$ cat src/rtl/mcpu_sysbus.sv
// mcpu_sysbus: system-bus controller for mcpu_core.
// Decodes the core's address into DRAM, write-only VRAM and memory-mapped I/O.
// CPU VRAM writes are posted through a small FIFO that drains in GPU-granted
// slots. The block also keeps a vsync frame counter, a sticky vblank flag and
// a latched keyboard register.
module mcpu_sysbus #(
  parameter int DATA_WIDTH = 16,
  parameter int DRAM_AW    = 14,
  parameter int VRAM_AW    = 13,
  parameter int FIFO_DEPTH = 4,
  parameter logic [DATA_WIDTH-1:0] VRAM_BASE = DATA_WIDTH'(16'h8000),
  parameter logic [DATA_WIDTH-1:0] IO_BASE   = DATA_WIDTH'(16'hC000)
) (
  input  logic                  clk,
  input  logic                  reset,
  input  logic [DATA_WIDTH-1:0] bus_addr,
  input  logic [DATA_WIDTH-1:0] bus_wdata,
  input  logic                  bus_re,
  input  logic                  bus_we,
  output logic [DATA_WIDTH-1:0] bus_rdata,
  output logic                  bus_stall,
  output logic [DRAM_AW-1:0]    dram_addr,
  output logic [DATA_WIDTH-1:0] dram_wdata,
  output logic                  dram_re,
  output logic                  dram_we,
  input  logic [DATA_WIDTH-1:0] dram_rdata,
  input  logic                  vram_grant,
  output logic [VRAM_AW-1:0]    vram_addr,
  output logic [7:0]            vram_wdata,
  output logic                  vram_we,
  input  logic                  vsync,
  input  logic [7:0]            hpaddle,
  input  logic [7:0]            vpaddle,
  input  logic [7:0]            keycode
);

  localparam int PTR_W = $clog2(FIFO_DEPTH);
  localparam int CNT_W = PTR_W + 1;

  localparam logic [3:0] IO_STATUS = 4'd0;
  localparam logic [3:0] IO_FRAME  = 4'd1;
  localparam logic [3:0] IO_PADDLE = 4'd2;
  localparam logic [3:0] IO_KEY    = 4'd3;

  typedef enum logic [1:0] {
    RD_NONE = 2'd0,
    RD_DRAM = 2'd1,
    RD_IO   = 2'd2
  } rd_sel_e;

  // Address decode results
  logic               sel_dram;
  logic               sel_vram;
  logic               sel_io;
  logic [VRAM_AW-1:0] vram_off;
  logic [3:0]         io_off;

  // FIFO control
  logic [CNT_W-1:0]   fifo_count;
  logic               fifo_empty;
  logic               fifo_full;
  logic               fifo_push;
  logic               fifo_pop;
  logic [PTR_W-1:0]   wr_idx;
  logic [PTR_W-1:0]   rd_idx;

  // I/O access helpers
  logic                  io_wr;
  logic                  key_rd;
  logic                  vsync_edge;
  logic [DATA_WIDTH-1:0] io_rdata;

  // State registers and their next values
  logic [VRAM_AW-1:0]    fifo_addr_q [FIFO_DEPTH];
  logic [VRAM_AW-1:0]    fifo_addr_d [FIFO_DEPTH];
  logic [7:0]            fifo_data_q [FIFO_DEPTH];
  logic [7:0]            fifo_data_d [FIFO_DEPTH];
  logic [CNT_W-1:0]      wr_ptr_q, wr_ptr_d;
  logic [CNT_W-1:0]      rd_ptr_q, rd_ptr_d;
  rd_sel_e               rd_sel_q, rd_sel_d;
  logic [DATA_WIDTH-1:0] io_rd_q, io_rd_d;
  logic [DATA_WIDTH-1:0] frame_cnt_q, frame_cnt_d;
  logic                  vblank_q, vblank_d;
  logic                  key_valid_q, key_valid_d;
  logic [7:0]            key_q, key_d;
  logic                  vsync_d_q, vsync_d_d;
  logic                  vram_we_q, vram_we_d;
  logic [VRAM_AW-1:0]    vram_addr_q, vram_addr_d;
  logic [7:0]            vram_wdata_q, vram_wdata_d;

  // Unsigned address decode; only low bits of the VRAM offset are kept
  always_comb begin
    sel_dram = 1'b0;
    sel_vram = 1'b0;
    sel_io   = 1'b0;
    if (bus_addr >= IO_BASE) begin
      sel_io = 1'b1;
    end else if (bus_addr >= VRAM_BASE) begin
      sel_vram = 1'b1;
    end else begin
      sel_dram = 1'b1;
    end
    vram_off = bus_addr[VRAM_AW-1:0] - VRAM_BASE[VRAM_AW-1:0];
    io_off   = bus_addr[3:0];
  end

  // DRAM strobes pass straight through when the access decodes to DRAM
  always_comb begin
    if (!reset && sel_dram) begin
      dram_re    = bus_re;
      dram_we    = bus_we;
      dram_addr  = bus_addr[DRAM_AW-1:0];
      dram_wdata = bus_wdata;
    end else begin
      dram_re    = 1'b0;
      dram_we    = 1'b0;
      dram_addr  = {DRAM_AW{1'b0}};
      dram_wdata = {DATA_WIDTH{1'b0}};
    end
  end

  // FIFO occupancy, push/pop decisions and the stall back to the core
  always_comb begin
    fifo_count = wr_ptr_q - rd_ptr_q;
    fifo_empty = (fifo_count == {CNT_W{1'b0}});
    fifo_full  = (fifo_count == CNT_W'(FIFO_DEPTH));
    wr_idx     = wr_ptr_q[PTR_W-1:0];
    rd_idx     = rd_ptr_q[PTR_W-1:0];
    fifo_push  = bus_we & sel_vram & ~fifo_full;
    fifo_pop   = vram_grant & ~fifo_empty;
    bus_stall  = ~reset & bus_we & sel_vram & fifo_full;
  end

  // I/O register read value, taken from state before this cycle's updates
  always_comb begin
    io_rdata = {DATA_WIDTH{1'b0}};
    case (io_off)
      IO_STATUS: begin
        io_rdata[0] = fifo_empty;
        io_rdata[1] = fifo_full;
        io_rdata[2] = vblank_q;
      end
      IO_FRAME:  io_rdata = frame_cnt_q;
      IO_PADDLE: io_rdata[15:0] = {vpaddle, hpaddle};
      IO_KEY: begin
        io_rdata[DATA_WIDTH-1] = key_valid_q;
        io_rdata[7:0]          = key_q;
      end
      default:   io_rdata = {DATA_WIDTH{1'b0}};
    endcase
  end

  // Next-state logic for FIFO, read select, counters, flags and VRAM port
  always_comb begin
    fifo_addr_d = fifo_addr_q;
    fifo_data_d = fifo_data_q;
    wr_ptr_d    = wr_ptr_q;
    rd_ptr_d    = rd_ptr_q;
    if (fifo_push) begin
      fifo_addr_d[wr_idx] = vram_off;
      fifo_data_d[wr_idx] = bus_wdata[7:0];
      wr_ptr_d            = wr_ptr_q + CNT_W'(1);
    end else begin
      wr_ptr_d = wr_ptr_q;
    end

    if (fifo_pop) begin
      rd_ptr_d     = rd_ptr_q + CNT_W'(1);
      vram_we_d    = 1'b1;
      vram_addr_d  = fifo_addr_q[rd_idx];
      vram_wdata_d = fifo_data_q[rd_idx];
    end else begin
      vram_we_d    = 1'b0;
      vram_addr_d  = vram_addr_q;
      vram_wdata_d = vram_wdata_q;
    end

    rd_sel_d = RD_NONE;
    io_rd_d  = {DATA_WIDTH{1'b0}};
    if (bus_re && sel_dram) begin
      rd_sel_d = RD_DRAM;
    end else if (bus_re && sel_io) begin
      rd_sel_d = RD_IO;
      io_rd_d  = io_rdata;
    end else begin
      rd_sel_d = RD_NONE;
    end

    io_wr      = bus_we & sel_io;
    key_rd     = bus_re & sel_io & (io_off == IO_KEY);
    vsync_edge = vsync & ~vsync_d_q;
    vsync_d_d  = vsync;

    // A FRAME write takes priority over a coincident vsync edge
    if (io_wr && io_off == IO_FRAME) begin
      frame_cnt_d = bus_wdata;
    end else if (vsync_edge) begin
      frame_cnt_d = frame_cnt_q + DATA_WIDTH'(1);
    end else begin
      frame_cnt_d = frame_cnt_q;
    end

    // Setting vblank beats a same-cycle clear
    if (vsync_edge) begin
      vblank_d = 1'b1;
    end else if (io_wr && io_off == IO_STATUS && bus_wdata[2]) begin
      vblank_d = 1'b0;
    end else begin
      vblank_d = vblank_q;
    end

    // A KEY read empties the latch and beats a same-cycle capture
    if (key_rd) begin
      key_valid_d = 1'b0;
      key_d       = 8'h00;
    end else if (keycode != 8'h00 && !key_valid_q) begin
      key_valid_d = 1'b1;
      key_d       = keycode;
    end else begin
      key_valid_d = key_valid_q;
      key_d       = key_q;
    end
  end

  // FIFO storage; contents are meaningless once the pointers are reset
  always_ff @(posedge clk) begin
    fifo_addr_q <= fifo_addr_d;
    fifo_data_q <= fifo_data_d;
  end

  // Control and status registers with synchronous reset
  always_ff @(posedge clk) begin
    if (reset) begin
      wr_ptr_q     <= {CNT_W{1'b0}};
      rd_ptr_q     <= {CNT_W{1'b0}};
      rd_sel_q     <= RD_NONE;
      io_rd_q      <= {DATA_WIDTH{1'b0}};
      frame_cnt_q  <= {DATA_WIDTH{1'b0}};
      vblank_q     <= 1'b0;
      key_valid_q  <= 1'b0;
      key_q        <= 8'h00;
      vsync_d_q    <= 1'b0;
      vram_we_q    <= 1'b0;
      vram_addr_q  <= {VRAM_AW{1'b0}};
      vram_wdata_q <= 8'h00;
    end else begin
      wr_ptr_q     <= wr_ptr_d;
      rd_ptr_q     <= rd_ptr_d;
      rd_sel_q     <= rd_sel_d;
      io_rd_q      <= io_rd_d;
      frame_cnt_q  <= frame_cnt_d;
      vblank_q     <= vblank_d;
      key_valid_q  <= key_valid_d;
      key_q        <= key_d;
      vsync_d_q    <= vsync_d_d;
      vram_we_q    <= vram_we_d;
      vram_addr_q  <= vram_addr_d;
      vram_wdata_q <= vram_wdata_d;
    end
  end

  // Read data mux: DRAM data arrives the cycle after the strobe
  always_comb begin
    case (rd_sel_q)
      RD_DRAM: bus_rdata = dram_rdata;
      RD_IO:   bus_rdata = io_rd_q;
      default: bus_rdata = {DATA_WIDTH{1'b0}};
    endcase
  end

  assign vram_we    = vram_we_q;
  assign vram_addr  = vram_addr_q;
  assign vram_wdata = vram_wdata_q;

endmodule
$ cat config.mk
export PLATFORM = sky130hd
export DESIGN_NAME = mcpu_sysbus
export DESIGN_NICKNAME = d
export VERILOG_FILES = /design/src/rtl/mcpu_sysbus.sv
export SDC_FILE = /design/constraint.sdc
export NUM_CORES = 1
export LEC_CHECK = 0
export ABC_CLOCK_PERIOD_IN_PS = 7950
export CAP_MARGIN = 0
export CORE_MARGIN = 4
export CORE_UTILIZATION = 40
export CTS_CLUSTER_SIZE = 10
export DETAILED_ROUTE_END_ITERATION = 10
export GPL_TIMING_DRIVEN = 0
export PLACE_DENSITY = 0.61
export SYNTH_ARGS = -nofsm -noshare
export SYNTH_HDL_FRONTEND = slang
export SYNTH_SLANG_ARGS = --single-unit
$ cat constraint.sdc
create_clock -name clk -period 7.95 [get_ports clk]
set_clock_uncertainty 0.1 [all_clocks]
set_input_delay 2.385 -clock clk [delete_from_list [all_inputs] [get_ports clk]]
set_output_delay 2.385 -clock clk [all_outputs]
set_load 0.01 [all_outputs]
# --- Word-level counts from Yosys, hierarchy flattened ---
# Cells that the tools add are included.
totals:
  ff_bits: 157
  input_bits: 78
  output_inout_bits: 71
  elab_cells: 104
op_classes:
  add_sub_neg: 4
  order_cmp: 5
  n_eq_ne: 6
  muxes: 33
  bitwise_logic: 17
  reduce_logical: 18
op_table:
  columns: ["operator", "count"]
  rows:
  - ["$bwmux W52", 1]
  - ["$mux W16", 3]
  - ["$mux W13", 3]
  - ["$bwmux W32", 1]
  - ["$ge A16 B16 Y1 const B", 2]
  - ["$pmux W16 S2", 1]
  - ["$bmux W13 S2", 1]
  - ["$demux W13 S2", 1]
  - ["$mux W8", 3]
  - ["$add A16 B1 Y16 const B", 1]
  - ["$bmux W8 S2", 1]
  - ["$demux W8 S2", 1]
  - ["$pmux W5 S3", 1]
  - ["$mux W14", 1]
  - ["$pmux W7 S2", 1]
  - ["$pmux W3 S4", 1]
  - ["$mux W1", 11]
  - ["$and A1 B1 Y1", 10]
  - ["$eq A4 B2 Y1 const B", 2]
  - ["$logic_and A1 B1 Y1", 8]
  - ["$reduce_bool A8 Y1", 1]
  - ["$add A3 B1 Y3 const B", 2]
  - ["$ge A3 B3 Y1 const B", 2]
  - ["$not A2 Y3", 2]
  - ["15 further kinds", 22]

# --- Logic depth before layout (Yosys ltp) ---
depth:
  depth_word: 7
  ltp_mapped: 8
  mapped_depth_nobuf: 6

# --- Least setup slack after synthesis ---
# Ideal clock, no wire load.
synth_timing:
  path_kind: "input -> output"
  start: "input port reset"
  end: "output port bus_stall"
  t_arrival_ps: 3218
  t_required_ps: 5465
  slack_ps: 2247
  cell_stages: 3
  n_path_buf: 2
  cell_sequence: "clkbuf_1 -> buf_1 -> nor3_1"
synth_via:
  elab_chain_cells: 4
synth_rtl:
  columns: ["element", "line_no", "text"]
  rows:
  - ["start: declaration", "15", "input logic reset,"]
  - ["$not A1 Y1", "131", "bus_stall = ~reset & bus_we & sel_vram & fifo_full;"]
  - ["$and A1 B1 Y1 (3 in a row)", "131", null]
  - ["end: declaration", "21", "output logic bus_stall,"]
# No other way between the ends.

# --- Worst setup path after layout ---
layout_timing:
  start: "input port reset"
  end: "output port dram_wdata[2]"
layout_via:
  elab_chain_cells: 3
layout_rtl:
  columns: ["element", "line_no", "text"]
  rows:
  - ["$logic_not A1 Y1", "109", "if (!reset && sel_dram) begin"]
  - ["$logic_and A1 B1 Y1", "109", null]
  - ["$mux W16", "109", null]
  - ["end: declaration", "23", "output logic [DATA_WIDTH-1:0] dram_wdata,"]
# No other way between the ends.

==> results.cfg <==
[status]
run_status = completed

[synth]
synth_area_per_cell_um2 = 12.5
share_of_the_synthesized_area_in_the_top_cell_type = 0.364
synth-edff-count = 84
yosys_register_bits = 157
synthCells = 553
synth.area.top_cells = edfxtp_1 36%, dfxtp_1 21%, mux4_2 6.8%
synth.lib_cells_used.distinct = 52
syn-num-nets = 641
most_common_cell_in_the_netlist = edfxtp_1
top_flip_flop_cell_by_instance_count_after_synthesis = edfxtp_1
synth-seq-area-share = 0.575
synth-warning-count = 0
synth.cell_area_um2 = 6930
post-synth-top-area-cell = edfxtp_1
async_set_or_reset_flop_fraction_in_the_synthesized_netlist = 0
netlist_top_cells_count = 84 x edfxtp_1, 73 x dfxtp_1, 62 x nand2_1, 55 x nor2_1, 37 x and2_1

[route]
drcViolationCount = 0
drt_iter0_drc = 253
post_drt_via_cell_ratio = 5.16
routed_wire_length_per_instance_um = 18.5
final_antenna_net_count = 0
dr_total_vias = 4923
routed_wire_length_um = 17600
pre_antenna_drt_iters = 4

[critical_path]
worstPathCellList = clkdlybuf4s50_1, nor2_1, clkbuf_1, and2_1, clkdlybuf4s50_1
cp_slowest_stage_delay_ns = 0.55
critPathCaptureType = primary output
critical_path_arrival_ns = 4.63
largest_fanout_on_the_critical_path = 10
slowest_stage = clkdlybuf4s50_1
required_ns = 5.47
critical_path.startpoint_type = input pin
worstSetupPathType = in -> out
timing.critical_path.mode_cell = clkdlybuf4s50_1

[die]
core_area_um2 = 16800
chipHeight_um = 140
effective_utilization_at_floorplan = 0.413
floorplan.die_area_um2 = 19500
io_pins = 149
die-width_um = 140
placementRows = 47

[final_layout]
n_antenna_cell = 0
layout-area-overhead-vs-synth_pct = 34.5
total_nets_final = 809
final_design_area_no_fill_um2 = 9320
n_fill_cell = 1372
drive_above_1_share = 0.127

[clock_tree]
clock_latency_ns = 0.41
clk_transition_reported_paths_ns = 0.06
clock-root-buffer = clkbuf_16
cts_resized = 0
cts_tree = yes
cts_num_sinks = 157
cts_hold_repair.buffers = 0
postCtsSetupRepairBufs = 0
cts-buffers-inserted = 17
clock_buffer_depth = 2
ctsHtreeMaxLevel = 4

[timing]
rsz0062_at_grt = false
worst_slew_pin_slew_ns = 1.20
max_clock_freq_mhz = 141
finalHoldViolCount = 0
fin_crit_sh = 0.895
final_critical_path_setup_slack_ns = 0.838
fin_crit_ns = 7.11
finalSetupViolCount = 0
post_route_setup_tns_ns = 0
finalMaxSlewViolations = 0
relative_slew_margins = 0.201

[placement]
gp_congestion = 0.807
dpl-instance-area_um2 = 8710
dp_worst_setup_slack_ns = 0.801
placement.io_buffers = 148
detailedPlacementHpwl_um = 13000

[global_routing]
grt_use_met2 = 0.303
maximum_number_of_pins_on_one_net_before_global_route_repair = 22
antenna_violations_before_repair = 0
global_route.peak_usage_layer = met2
grt_pass1_vias = 5099
grt_first_pass_wirelength_um = 27800
congestion_overflow_gr = 0
globalRouteMet1Util = 0.236
gr-usage-all-layers = 0.181
use_met3 = 0.0391

[pwr]
power.leakage_uw = 0.00322
worst_ir_drop_vdd_mv = 0.143
power_density_nw_per_um2 = 233

[min_path]
hold_path.class = reg -> reg

[job]
max-cap-violations = 0
## metal layers
layer  wire, um  vias to the layer above
li1           -                     2366
met1       7830                     2404
met2       8770                      130
met3        733                       23
met4        279                        0
met5          0                        -
## metrics by stage
step / std cells / power (uW) / util / hold WS, ns
after floorplan: 553 / 1180 / - / 0.354
after global placement: 921 / 1340 / 0.518 / 0.345
after detailed placement: 922 / 1350 / 0.520 / 0.351
after CTS: 954 / 2190 / 0.556 / 0.359
after global routing: 954 / 2260 / 0.556 / 0.371
final: 954 / 2170 / 0.556 / 0.356
## layout make-up
cell class                      instances  area [um2]  area share
Clock inverter                         11         164      0.0176
Clock buffer                           21         450      0.0483
Tap cell                              220         275      0.0295
Multi-Input combinational cell        353        2740       0.294
Timing Repair Buffer                  149        1500       0.161
Inverter                               10        37.5     0.00403
Buffer                                 33         175      0.0188
Sequential cell                       157        3980       0.427
## state kept, by name (all words and copies together), names as in the netlist
| signal | count |
|---|---|
| fifo_addr_q | 52 |
| key_q | 8 |
| rd_sel_q | 2 |
| fifo_data_q | 32 |
| vram_wdata | 8 |
| vsync_d_q | 1 |
| io_rd_q | 16 |
| vram_addr | 13 |
| frame_cnt_q | 16 |
| wr_ptr_q | 3 |
| rd_ptr_q | 3 |
| key_valid_q | 1 |
| vram_we | 1 |
| vblank_q | 1 |
## critical path, delay by kind of cell
kind / cells / cell delay (ns)
buffers and inverters: 3 / 1.62
AND/OR/NAND/NOR: 2 / 0.61
## worst paths after layout
path / startpoint / endpoint / slack (ns) / cells past startpoint
setup / recovery: reset / dram_wdata[2] / 0.84 / 5
hold / removal: vram_addr[0] / vram_addr[0] / 0.36 / 2
setup reg to reg: rd_ptr_q[1] / fifo_addr_q[27] / 4.33 / 7
hold reg to reg: vram_addr[0] / vram_addr[0] / 0.36 / 2
## logic make-up (layout without fill, tap and decap cells)
logic type / after synthesis / after routing / synth area share
AOI/OAI and AO/OA: 74 / 74 / 0.0912
xor gates and xnor gates: 16 / 16 / 0.0240
adders and majority gates: 10 / 10 / 0.0181
buffers and inverters: 43 / 224 / 0.0307
DFF: 157 / 157 / 0.575
muxes: 54 / 54 / 0.117
and+or+nand+nor: 199 / 199 / 0.144
## layout by cell type (no fill, tap or decap), drive strengths merged, types with 21 or more instances in the layout
master,instances
clkdlybuf4s50,148
edfxtp,84
dfxtp,73
nand2,64
nor2,55
clkbuf,38
and2,37
a22oi,31
mux2i,29
mux4,21
## where the power goes
group | internal [uW] | switching (uW) | total [uW] | leakage (uW)
clock network | 533 | 312 | 845 | 0.000297
registers | 897 | 21.9 | 919 | 0.00135
logic | 219 | 188 | 407 | 0.00157
total | 1650 | 522 | 2170 | 0.00322
Note: power is estimated with default switching activity, not from simulation.
